==> src/rtl/column_step_scheduler.sv <==
// Sequences one time step across NUM_COL column units per audio request.
// It also manages the rho hand-off and the sample output stream.
module column_step_scheduler #(
    parameter int          NUM_COL = 8,
    parameter int          TIMEOUT = 1023,
    parameter logic [17:0] RHO_RST = 18'h01000
) (
    input  logic                clk,
    input  logic                rst,
    input  logic                run,
    input  logic                audio_req,
    input  logic [17:0]         rho_in,
    input  logic                rho_wr,
    output logic [17:0]         rho_out,
    output logic                init_req,
    input  logic                init_done,
    output logic                col_start,
    input  logic [NUM_COL-1:0]  col_done_vec,
    input  logic signed [17:0]  center_amp,
    output logic signed [17:0]  sample_out,
    output logic                sample_valid,
    input  logic                sample_ready,
    output logic [31:0]         step_count,
    output logic [7:0]          overrun_cnt,
    output logic                timeout_err,
    output logic                busy
);

    localparam int TW = (TIMEOUT > 2) ? $clog2(TIMEOUT) : 1;
    localparam logic [TW-1:0] TMR_LAST = TW'(TIMEOUT - 1);

    typedef enum logic [2:0] {
        S_IDLE,
        S_INIT,
        S_WAIT_REQ,
        S_START,
        S_COLLECT,
        S_EMIT
    } state_t;

    state_t                    r_state;
    state_t                    w_state_nxt;

    logic [17:0]               r_rho_shadow;
    logic [17:0]               r_rho_out;
    logic signed [17:0]        r_sample;
    logic [31:0]               r_step_count;
    logic [7:0]                r_overrun;
    logic                      r_timeout_err;
    logic                      r_pending;
    logic [NUM_COL-1:0]        r_mask;
    logic [TW-1:0]             r_timer;

    logic [NUM_COL-1:0]        w_mask_nxt;
    logic                      w_mask_full;
    logic                      w_timeout;
    logic                      w_take_req;

    // Done pulses are folded in combinationally so EMIT follows the last bit by one cycle.
    assign w_mask_nxt  = r_mask | col_done_vec;
    assign w_mask_full = &w_mask_nxt;
    assign w_timeout   = (r_timer == TMR_LAST) && !w_mask_full;
    assign w_take_req  = (r_state == S_WAIT_REQ) && run && (audio_req || r_pending);

    always_ff @(posedge clk) begin
        if (rst) begin
            r_state <= S_IDLE;
        end else begin
            r_state <= w_state_nxt;
        end
    end

    always_comb begin
        w_state_nxt  = r_state;
        init_req     = 1'b0;
        col_start    = 1'b0;
        sample_valid = 1'b0;
        busy         = 1'b1;
        case (r_state)
            S_IDLE: begin
                busy = 1'b0;
                if (run) w_state_nxt = S_INIT;
            end
            S_INIT: begin
                init_req = 1'b1;
                if (init_done) w_state_nxt = S_WAIT_REQ;
            end
            S_WAIT_REQ: begin
                busy = 1'b0;
                if (!run)            w_state_nxt = S_IDLE;
                else if (w_take_req) w_state_nxt = S_START;
            end
            S_START: begin
                col_start   = 1'b1;
                w_state_nxt = S_COLLECT;
            end
            S_COLLECT: begin
                if (w_mask_full)    w_state_nxt = S_EMIT;
                else if (w_timeout) w_state_nxt = S_IDLE;
            end
            S_EMIT: begin
                sample_valid = 1'b1;
                if (sample_ready) w_state_nxt = S_WAIT_REQ;
            end
            default: w_state_nxt = S_IDLE;
        endcase
    end

    always_ff @(posedge clk) begin
        if (rst) begin
            r_rho_shadow  <= RHO_RST;
            r_rho_out     <= RHO_RST;
            r_sample      <= '0;
            r_step_count  <= '0;
            r_overrun     <= '0;
            r_timeout_err <= 1'b0;
            r_pending     <= 1'b0;
            r_mask        <= '0;
            r_timer       <= '0;
        end else begin
            if (rho_wr) r_rho_shadow <= rho_in;

            // rho only moves at a step boundary; a same-cycle write lands in the next step.
            if (r_state == S_START) begin
                r_rho_out <= r_rho_shadow;
                r_mask    <= '0;
                r_timer   <= '0;
            end

            if (r_state == S_COLLECT) begin
                r_mask  <= w_mask_nxt;
                r_timer <= r_timer + TW'(1);
                if (w_mask_full) begin
                    r_sample     <= center_amp;
                    r_step_count <= r_step_count + 32'd1;
                end else if (w_timeout) begin
                    r_timeout_err <= 1'b1;
                end
            end

            if (w_take_req) begin
                r_pending <= 1'b0;
            end else if (audio_req && (r_state != S_WAIT_REQ)) begin
                if (!r_pending)              r_pending <= 1'b1;
                else if (r_overrun != 8'hFF) r_overrun <= r_overrun + 8'd1;
            end
        end
    end

    assign rho_out     = r_rho_out;
    assign sample_out  = r_sample;
    assign step_count  = r_step_count;
    assign overrun_cnt = r_overrun;
    assign timeout_err = r_timeout_err;

endmodule

==> config.mk <==
export PLATFORM = sky130hd
export DESIGN_NAME = column_step_scheduler
export DESIGN_NICKNAME = d
export VERILOG_FILES = /design/src/rtl/column_step_scheduler.sv
export SDC_FILE = /design/constraint.sdc
export NUM_CORES = 1
export LEC_CHECK = 0
export CAP_MARGIN = 20
export CORE_ASPECT_RATIO = 1.4
export CORE_MARGIN = 4
export CORE_UTILIZATION = 25
export CTS_BUF_LIST = sky130_fd_sc_hd__clkbuf_4 sky130_fd_sc_hd__clkbuf_8 sky130_fd_sc_hd__clkbuf_16
export CTS_CLUSTER_SIZE = 8
export DETAILED_ROUTE_END_ITERATION = 12
export SYNTH_ARGS = -nofsm -noshare
export SYNTH_HDL_FRONTEND = slang
export SYNTH_SLANG_ARGS = --single-unit
export TNS_END_PERCENT = 1
==> constraint.sdc <==
create_clock -name clk -period 2.6 [get_ports clk]
set_input_delay 0.52 -clock clk [delete_from_list [all_inputs] [get_ports clk]]
set_output_delay 0.52 -clock clk [all_outputs]
set_load 0.05 [all_outputs]
[Yosys cells after proc, flatten, opt, wreduce, memory -nomap -nowiden]
Index checks and enable logic that the tools add are counted.
Word-level totals
  bits in registers: 117
  bits of input ports: 51
  word-level logic and storage cells: 60
Operators by class
  add/subtract/negate cells: 3
  eq/ne operators: 13
  multiplexer cells: 16
  bitwise logic cells: 3
  reductions and logical operators: 15
Operators with widths (count)
  $add A32 B1 Y32 const B: 1
  $mux W3: 7
  $mux W10: 2
  $pmux W3 S6: 1
  $mux W8: 2
  $add A10 B1 Y10 const B: 1
  $eq A10 B10 Y1 const B: 1
  $reduce_and A9 Y1: 1
  $add A8 B1 Y8 const B: 1
  $ne A8 B8 Y1 const B: 1
  $or A8 B8 Y8: 1
  $reduce_and A8 Y1: 1
  $eq A3 B2 Y1 const B: 2
  $eq A3 B3 Y1 const B: 2
  $ne A2 B2 Y1 const B: 3
  $ne A3 B3 Y1 const B: 2
  $reduce_and A5 Y1: 1
  $logic_and A1 B1 Y1: 4
  $mux W1: 4
  $reduce_and A4 Y1: 1
  $reduce_or A2 Y1: 2
  $eq A3 B1 Y1 const B: 1
  $logic_not A3 Y1: 1
  $ne A3 B2 Y1 const B: 1
  other kinds (5): 6

[Longest topological paths before layout]
Gate-level depths: netlist of run 1.
  depth after elaboration: 7
  gate-level depth with buffers: 7

[Least setup slack after synthesis of run 1]
No wires, ideal clock.
  path type: flip-flop to flip-flop
  from: register r_step_count[14], in the netlist step_count[14]
  to: register r_step_count[31], in the netlist step_count[31]
  arrival time: 2271 ps
  path slack: 259 ps
  stages on the path, launching flop included: 6
  path buffers: 0
  cells stage by stage: dfxtp_1 nand4_2 or3_4 or4_1 or3_1 a21oi_1
Between the ends
  cells in the longest elaborated chain, start to end: 1
RTL lines
  start: declaration: line 47  | logic [31:0] r_step_count;
  start signal: assignment: line 135  | r_step_count <= r_step_count + 32'd1;
  $add A32 B1 Y32: line 135
Every way passes these cells.
A chain may end at the register's enable or synchronous reset.

[Worst setup path in the final report of run 1]
  from: register r_state[2]
  to: output busy
Between the ends
  cells in the longest elaborated chain, start to end: 3
RTL lines
  start: declaration: line 41  | state_t r_state;
  start signal: assignment: line 69  | r_state <= w_state_nxt;
  $eq A3 B2 Y1 or $logic_not A3 Y1 (tied branches): line 79  | case (r_state)
  $reduce_or A2 Y1 (no source line) *
  $mux W1 *: line 79
  end: declaration: line 26  | output logic busy
Every way passes the cells marked *; elsewhere a longest branch is shown, timed or not.

==> impl_metrics.env, run 1 <==
export IMPL_status="completed"
export IMPL_report_power_total_mw=4.38
export IMPL_drcViolationCount=0
export IMPL_slowest_stage="clkdlybuf4s50_1"
export IMPL_final_setup_skew_ns=0.00861
export IMPL_worst_pin_slew_ns=0.881
export IMPL_grt_overflow=0
export IMPL_ios=132
export IMPL_syn_cell_area_mm2=0.00478
export IMPL_power_leakage_nw=2.46
export IMPL_powerDensity_mw_per_mm2=626
export IMPL_vias=4353
export IMPL_grt_max_degree=78
export IMPL_endpoint_kind="primary output"
export IMPL_grtUsageTotal_pct=12.3
export IMPL_port_buffers=131
export IMPL_critPathLaunchType="flop"
export IMPL_die_h_um=172
export IMPL_ant_nets=0
export IMPL_drt_total_wl_um=13300
export IMPL_cap_violations=0
export IMPL_cts_tree="yes"
export IMPL_max_freq_mhz=403
export IMPL_fin_ws_ns=0.117
export IMPL_cts_buffers=17
export IMPL_rsz0062_at_grt="no"
export IMPL_cp_slowest_stage_delay_ns=0.85
export IMPL_hold_viol_final=0
export IMPL_crit_type="reg2out"
export IMPL_syn_to_final_growth_pct=46.5
export IMPL_post_cts_buffers=0
export IMPL_synthFlopType="dfxtp_1"
export IMPL_coreArea_mm2=0.0187
export IMPL_antenna_found_initial=0
export IMPL_netlist_cell_type_count=42
export IMPL_root_buffer="clkbuf_16"
export IMPL_max_slew_margin_pct=41.2
export IMPL_cts_resized=0
export IMPL_grt_first_pass_wirelength_um=21200
export IMPL_syn_area_per_cell_um2=8.35
export IMPL_ctsHoldBuffers=0
export IMPL_ys_warn_count=0
export IMPL_synth_nets=627
export IMPL_antennaDiodeCount=0
export IMPL_min_period_ns=2.48
export IMPL_first_iter_violations=190
export IMPL_ff2ff_setup_slack_ns=0.44
export IMPL_worstHoldPathType="reg2reg"
export IMPL_critPathArrivalTime_ns=1.96
export IMPL_clock_sinks=117
export IMPL_max_clock_path_buffers=2
export IMPL_place_ws_ns=-0.00778
export IMPL_synth_edf_count=0
export IMPL_tns_ns=0
export IMPL_path_cells="nor2_1, inv_1, clkdlybuf4s50_1"
export IMPL_final_net_count=759
export IMPL_htreeDepth=4
export IMPL_crit_family="buffers and inverters"
export IMPL_layout_drive_gt1_share_pct=8.37
export IMPL_synthArstFlopShare_pct=0
export IMPL_routedWlPerCell_um=13.8
export IMPL_insertion_delay_ns=0.41
export IMPL_place_detailed_hpwl_um=9300
export IMPL_ir_worst_vdd_uv=357
export IMPL_chipWidth_um=125
export IMPL_path_buf_inv=2
export IMPL_path_max_fanout=11
export IMPL_initial_core_util_pct=25.6
export IMPL_via_per_inst=4.53
export IMPL_finalMaxSlewViolations=0
export IMPL_grt_pass1_vias=4191
export IMPL_clkTransAtPathRegs_ns=0.05
export IMPL_required_ns=2.08
export IMPL_ys_seq_area_share_pct=49.0
export IMPL_gp_congestion=0.771
export IMPL_ys_ff_latch=117
export IMPL_rows=59
export IMPL_die_area_mm2=0.0214
export IMPL_setup_viol=0
export IMPL_finalCritPeriodShare_pct=95.5
export IMPL_syn_inst=572
export IMPL_dr_pass1_iters=4
## worst paths after layout
| check | from | endpoint | cells after the start |
|---|---|---|---|
| worst max register to register | step_count[13] | step_count[31] | 5 |
| worst min register to register | r_rho_shadow[1] | rho_out[1] | 2 |
| worst max-delay path | r_state[2] | busy | 3 |
| worst min-delay path | r_rho_shadow[1] | rho_out[1] | 2 |
## logic make-up (layout without fill, tap and decap cells)
logic type	after synthesis	count (layout)	synth area share [%]
AOI/OAI and AO/OA	96	96	11.2
xor gates and xnor gates	27	27	4.95
muxes	20	20	4.22
buffers and inverters	40	185	3.25
DFF	117	117	49.0
adders and majority gates	4	4	1.05
and+or+nand+nor	268	268	26.3
## metrics by stage
| step | cell area (um^2) | utilization (%) | hold WS, ns | std cells |
|---|---|---|---|---|
| final | 7000 | 37.5 | 0.450 | 961 |
| after global routing | 7000 | 37.5 | 0.466 | 961 |
| after CTS | 7000 | 37.5 | 0.453 | 961 |
| after detailed placement | 6420 | 34.4 | 0.446 | 929 |
| after global placement | 6420 | 34.4 | 0.440 | 929 |
| after floorplan | 4780 | - | 0.430 | 572 |
## report_power, final
group	switching [mW]	total, mW	internal (mW)
combinational	0.127	0.248	0.122
clock	0.807	2.29	1.48
sequential	0.0213	1.84	1.82
total	0.955	4.38	3.42
## Yosys cell counts (all sizes together) (8+ instances only)
cell    instances  area [um^2]
or3            13         87.6
inv             8         30.0
a22oi           9         67.6
xnor2          12          105
a21oi          57          285
nand2          99          372
dfxtp         117         2340
mux2i          19          190
clkbuf         27          101
o21ai          15         75.1
nand3          20          100
nor2           76          285
xor2           15          131
and3            8         50.1
nand4          17          113
## cell usage in the layout, fill, tap and decap left out, types with 11 or more instances in the layout
cell type          n
a21oi_1           57
or3_1             11
mux2i_1           19
nor2_1            76
xnor2_1           12
nand2_1           99
xor2_1            15
nand3_1           20
clkdlybuf4s50_1  127
buf_4             14
dfxtp_1          117
nand4_1           16
o21ai_0           15
clkbuf_16         17
## area by class of cell
cell class | instances | area (um^2)
clock buffers | 22 | 475
multi-input cells | 415 | 2290
inverters | 8 | 30.0
fillers | 1914 | 11700
clock inverters | 10 | 105
repair buffers | 145 | 1460
well taps | 244 | 305
flip-flops and latches | 117 | 2340
## worst reg2reg max path, stage by stage (launching register included)
cell and delay (ns):
dfxtp_1 0.48, nand4_2 0.21, or3_4 0.46, or4_1 0.49, or3_1 0.31, a21oi_1 0.14
## state kept, by name, indices dropped and copies added, names as in the netlist
signal	flops
overrun_cnt	8
step_count	32
sample_out	18
timeout_err	1
r_timer	10
r_pending	1
r_rho_shadow	18
r_mask	8
rho_out	18
r_state	3
## layer usage
layer / track usage, % / wire length [um]
met4: 4.48 / 214
met2: 21.8 / 6690
met1: 13.8 / 5640
met5: 0 / 0
met3: 4.26 / 715
No activity file was read; power rests on OpenSTA's default activity.
==> run 2: changes to the inputs <==
--- a/config.mk
+++ b/config.mk
@@ -12,6 +12,7 @@
 export CTS_BUF_LIST = sky130_fd_sc_hd__clkbuf_4 sky130_fd_sc_hd__clkbuf_8 sky130_fd_sc_hd__clkbuf_16
 export CTS_CLUSTER_SIZE = 8
 export DETAILED_ROUTE_END_ITERATION = 12
+export REMOVE_ABC_BUFFERS = 1
 export SYNTH_ARGS = -nofsm -noshare
 export SYNTH_HDL_FRONTEND = slang
 export SYNTH_SLANG_ARGS = --single-unit
==> impl_metrics.env, run 2 (synthesized netlist as in run 1, its figures left out) <==
export IMPL_rsz0062_at_grt="no"
export IMPL_worstHoldPathType="reg2reg"
export IMPL_endpoint_kind="primary output"
export IMPL_die_area_mm2=0.0214
export IMPL_clock_sinks=117
export IMPL_drcViolationCount=0
export IMPL_cts_tree="yes"
export IMPL_max_freq_mhz=444
export IMPL_die_h_um=172
export IMPL_vias=4388
export IMPL_chipWidth_um=125
export IMPL_place_detailed_hpwl_um=9200
export IMPL_finalMaxSlewViolations=0
export IMPL_post_cts_buffers=0
export IMPL_routedWlPerCell_um=13.7
export IMPL_power_leakage_nw=2.51
export IMPL_utilization_pct=37.8
export IMPL_antennaDiodeCount=0
export IMPL_grt_first_pass_wirelength_um=21100
export IMPL_largest_reg_flops=32
export IMPL_antenna_found_initial=0
export IMPL_grtUsageTotal_pct=12.3
export IMPL_hold_viol_final=0
export IMPL_slowest_stage="clkdlybuf4s50_1"
export IMPL_grt_pass1_vias=4111
export IMPL_grt_overflow=0
export IMPL_path_cells="buf_4, clkdlybuf4s50_1"
export IMPL_finalCritPeriodShare_pct=86.7
export IMPL_required_ns=2.08
export IMPL_port_buffers=131
export IMPL_status="completed"
export IMPL_setup_viol=0
export IMPL_final_setup_skew_ns=0.00850
export IMPL_crit_type="reg2out"
export IMPL_path_max_fanout=7
export IMPL_cts_buffers=17
export IMPL_final_common_cell="clkdlybuf4s50_1"
export IMPL_dpl_cell_area_mm2=0.00642
export IMPL_layout_drive_gt1_share_pct=8.62
export IMPL_grt_max_degree=62
export IMPL_critPathArrivalTime_ns=1.73
export IMPL_syn_to_final_growth_pct=47.6
export IMPL_initial_core_util_pct=25.6
export IMPL_final_cell_mix="clkdlybuf4s50_1 (126), dfxtp_1 (117), nand2_1 (99)"
export IMPL_final_net_count=761
export IMPL_critPathLaunchType="flop"
export IMPL_first_iter_violations=186
export IMPL_insertion_delay_ns=0.41
export IMPL_cap_violations=0
export IMPL_ff2ff_setup_slack_ns=0.43
export IMPL_htreeDepth=4
export IMPL_powerDensity_mw_per_mm2=645
export IMPL_rows=59
export IMPL_clkTransAtPathRegs_ns=0.06
export IMPL_ant_nets=0
export IMPL_worst_pin_slew_ns=0.682
export IMPL_final_cell_area_mm2=0.00705
export IMPL_ios=132
export IMPL_max_clock_path_buffers=2
export IMPL_ir_worst_vdd_uv=327
export IMPL_drt_total_wl_um=13200
export IMPL_coreArea_mm2=0.0187
export IMPL_min_period_ns=2.25
export IMPL_max_slew_margin_pct=54.5
export IMPL_root_buffer="clkbuf_16"
export IMPL_cp_slowest_stage_delay_ns=0.80
export IMPL_via_per_inst=4.56
export IMPL_dr_pass1_iters=6
export IMPL_gp_congestion=0.766
[run 2: cell count changes in the layout (fill, tap and decap cells not counted)]
| cell | before | now |
|---|---|---|
| buf_12 | 4 | 3 |
| buf_4 | 14 | 17 |
| bufinv_16 | 2 | 3 |
| clkbuf_4 | 3 | 2 |
| clkbuf_8 | 2 | 3 |
| clkdlybuf4s50_1 | 127 | 126 |
| clkinv_2 | 6 | 1 |
| clkinv_4 | 0 | 4 |
| clkinvlp_4 | 2 | 1 |
| dlymetal6s2s_1 | 0 | 1 |
| inv_6 | 0 | 1 |
[run 2: cell type report]
cell class	instances	area [um^2]
flip-flops and latches	117	2340
well taps	244	305
fillers	1913	11600
clock inverters	10	146
inverters	8	30.0
clock buffers	22	482
multi-input cells	415	2290
repair buffers	147	1460
[run 2: through the flow]
stage | std cells | hold WS, ns | TNS [ns] | power, mW | worst slack [ns]
floorplan | 540 | 0.425 | -2.27 | 1.97 | -0.291
CTS | 963 | 0.449 | 0 | 4.64 | 0.0329
detailed placement | 931 | 0.447 | -0.0140 | 2.13 | -0.00965
global placement | 931 | 0.440 | 0 | 2.13 | 0.0250
global route | 963 | 0.475 | 0 | 4.73 | 0.181
finish | 963 | 0.446 | 0 | 4.55 | 0.346
[run 2: report_power, final]
part | switching (mW) | leakage, nW | internal (mW)
logic | 0.126 | 1.25 | 0.121
clock network | 0.848 | 0.308 | 1.61
registers | 0.0206 | 0.947 | 1.82
total | 0.994 | 2.51 | 3.55
[run 2: worst paths after layout]
check | from | endpoint | cells past startpoint
worst max-delay path | step_count[13] | step_count[13] | 2
worst min-delay path | r_rho_shadow[5] | rho_out[5] | 2
worst max register to register | r_state[2] | step_count[20] | 5
worst min register to register | r_rho_shadow[5] | rho_out[5] | 2
[run 2: worst max-delay path, delay by kind of cell (launching register included)]
family | cells | cell delay [ns]
buffers and inverters | 2 | 0.97
flip-flops | 1 | 0.36
[run 2: timing repair]
action,4_1_cts,5_1_grt
resized for setup,0,1
endpoints found under the hold margin,0,0
setup endpoints to repair,0,1
hold buffers,0,0
[run 2: layer usage]
| layer | part of all wire, % | track usage [%] | vias up |
|---|---|---|---|
| met5 | 0 | 0 | - |
| met4 | 1.1 | 4.10 | 0 |
| met3 | 8.2 | 5.68 | 11 |
| met2 | 47 | 20.2 | 121 |
| met1 | 44 | 14.3 | 2016 |
| li1 | - | - | 2240 |
==> run 3: changes to the inputs <==
--- a/config.mk
+++ b/config.mk
@@ -12,7 +12,9 @@
 export CTS_BUF_LIST = sky130_fd_sc_hd__clkbuf_4 sky130_fd_sc_hd__clkbuf_8 sky130_fd_sc_hd__clkbuf_16
 export CTS_CLUSTER_SIZE = 8
 export DETAILED_ROUTE_END_ITERATION = 12
+export PLACE_DENSITY = 0.44
 export REMOVE_ABC_BUFFERS = 1
+export SKIP_LAST_GASP = 1
 export SYNTH_ARGS = -nofsm -noshare
 export SYNTH_HDL_FRONTEND = slang
 export SYNTH_SLANG_ARGS = --single-unit
==> impl_metrics.env, run 3 (synthesized netlist as in run 1, its figures left out) <==
export IMPL_max_freq_mhz=438
export IMPL_grt_overflow=0
export IMPL_status="completed"
export IMPL_antennaDiodeCount=0
export IMPL_ant_nets=0
export IMPL_worstHoldPathType="reg2reg"
export IMPL_initial_core_util_pct=25.6
export IMPL_grt_max_degree=67
export IMPL_power_switching_mw=0.986
export IMPL_endpoint_kind="primary output"
export IMPL_powerDensity_mw_per_mm2=650
export IMPL_place_detailed_hpwl_um=9810
export IMPL_path_max_fanout=7
export IMPL_final_cell_mix="clkdlybuf4s50_1 (126), dfxtp_1 (117), nand2_1 (99)"
export IMPL_final_net_count=762
export IMPL_max_clock_path_buffers=2
export IMPL_seqPwrFrac_pct=40.1
export IMPL_final_cell_area_mm2=0.00707
export IMPL_rows=59
export IMPL_largest_reg_flops=32
export IMPL_max_slew_margin_pct=53.1
export IMPL_final_setup_skew_ns=0.00826
export IMPL_vias=4405
export IMPL_die_area_mm2=0.0214
export IMPL_cts_buffers=17
export IMPL_cap_violations=0
export IMPL_required_ns=2.08
export IMPL_power_leakage_nw=2.51
export IMPL_place_ws_ns=-0.0750
export IMPL_dp_cells=932
export IMPL_min_period_ns=2.28
export IMPL_utilization_pct=37.9
export IMPL_hold_viol_final=0
export IMPL_critPathArrivalTime_ns=1.76
export IMPL_worst_pin_slew_ns=0.703
export IMPL_rsz0062_at_grt="no"
export IMPL_post_cts_buffers=0
export IMPL_routedWlPerCell_um=14.2
export IMPL_chipWidth_um=125
export IMPL_critPathLaunchType="flop"
export IMPL_root_buffer="clkbuf_16"
export IMPL_coreArea_mm2=0.0187
export IMPL_ctsHoldBuffers=0
export IMPL_clkTransAtPathRegs_ns=0.05
export IMPL_first_iter_violations=176
export IMPL_gp_congestion=0.757
export IMPL_combPwrFrac_pct=5.4
export IMPL_clock_sinks=117
export IMPL_finalCritPeriodShare_pct=87.8
export IMPL_crit_type="reg2out"
export IMPL_port_buffers=131
export IMPL_grtUsageTotal_pct=13.1
export IMPL_final_common_cell="clkdlybuf4s50_1"
export IMPL_ios=132
export IMPL_holdWs_ns=0.453
export IMPL_finalMaxSlewViolations=0
export IMPL_report_power_total_mw=4.59
export IMPL_ir_worst_vdd_uv=304
export IMPL_dpl_cell_area_mm2=0.00643
export IMPL_drcViolationCount=0
export IMPL_layout_drive_gt1_share_pct=8.75
export IMPL_die_h_um=172
export IMPL_intPower_mw=3.61
export IMPL_syn_to_final_growth_pct=48.0
export IMPL_grt_first_pass_wirelength_um=22700
export IMPL_fin_ws_ns=0.318
export IMPL_htreeDepth=4
export IMPL_setup_viol=0
export IMPL_instances_no_fill=964
export IMPL_clkPwrFrac_pct=54.5
export IMPL_tns_ns=0
export IMPL_grt_pass1_vias=4526
export IMPL_antenna_found_initial=0
export IMPL_p_sw_share_pct=21.5
export IMPL_cts_tree="yes"
export IMPL_insertion_delay_ns=0.41
export IMPL_drt_total_wl_um=13700
export IMPL_via_per_inst=4.57
export IMPL_dr_pass1_iters=4
-- run 3: repair_timing --
item                                    4_1_cts  5_1_grt
resized for setup                             0        1
endpoints found under the hold margin         0        0
endpoints found under the setup margin        0        1
-- run 3: final cells by class --
| class | instances | area (um^2) |
|---|---|---|
| fillers | 1935 | 11600 |
| flip-flops and latches | 117 | 2340 |
| multi-input cells | 415 | 2290 |
| repair buffers | 148 | 1470 |
| clock buffers | 20 | 460 |
| well taps | 244 | 305 |
| clock inverters | 12 | 178 |
| inverters | 8 | 30.0 |
-- run 3: worst max-delay path: stages (launching register included) --
cell and delay (ns):
dfxtp_1 0.37, buf_4 0.18, clkdlybuf4s50_1 0.81
-- run 3: power by group through the flow --
| stage | clock network [mW] | logic, mW | registers (mW) |
|---|---|---|---|
| after floorplan | 0 | 0.0798 | 1.89 |
| after global placement | 0 | 0.250 | 1.88 |
| after detailed placement | 0 | 0.253 | 1.88 |
| after CTS | 2.58 | 0.254 | 1.84 |
| after global routing | 2.66 | 0.273 | 1.85 |
| final | 2.50 | 0.248 | 1.84 |
-- run 3: worst paths after layout --
check / startpoint / slack [ns] / to / cells after the start
max: step_count[13] / 0.32 / step_count[13] / 2
min: sample_out[13] / 0.45 / sample_out[13] / 2
max reg2reg: r_state[2] / 0.45 / step_count[30] / 5
min reg2reg: sample_out[13] / 0.45 / sample_out[13] / 2
-- run 3: layer usage --
metal  GRT usage [%]  up-vias  part of all wire (%)
li1                -     2227                     -
met1            14.5     2065                    43
met2            22.7      100                    49
met3            5.31       13                   7.3
met4            4.67        0                   1.2
met5               0        -                     0
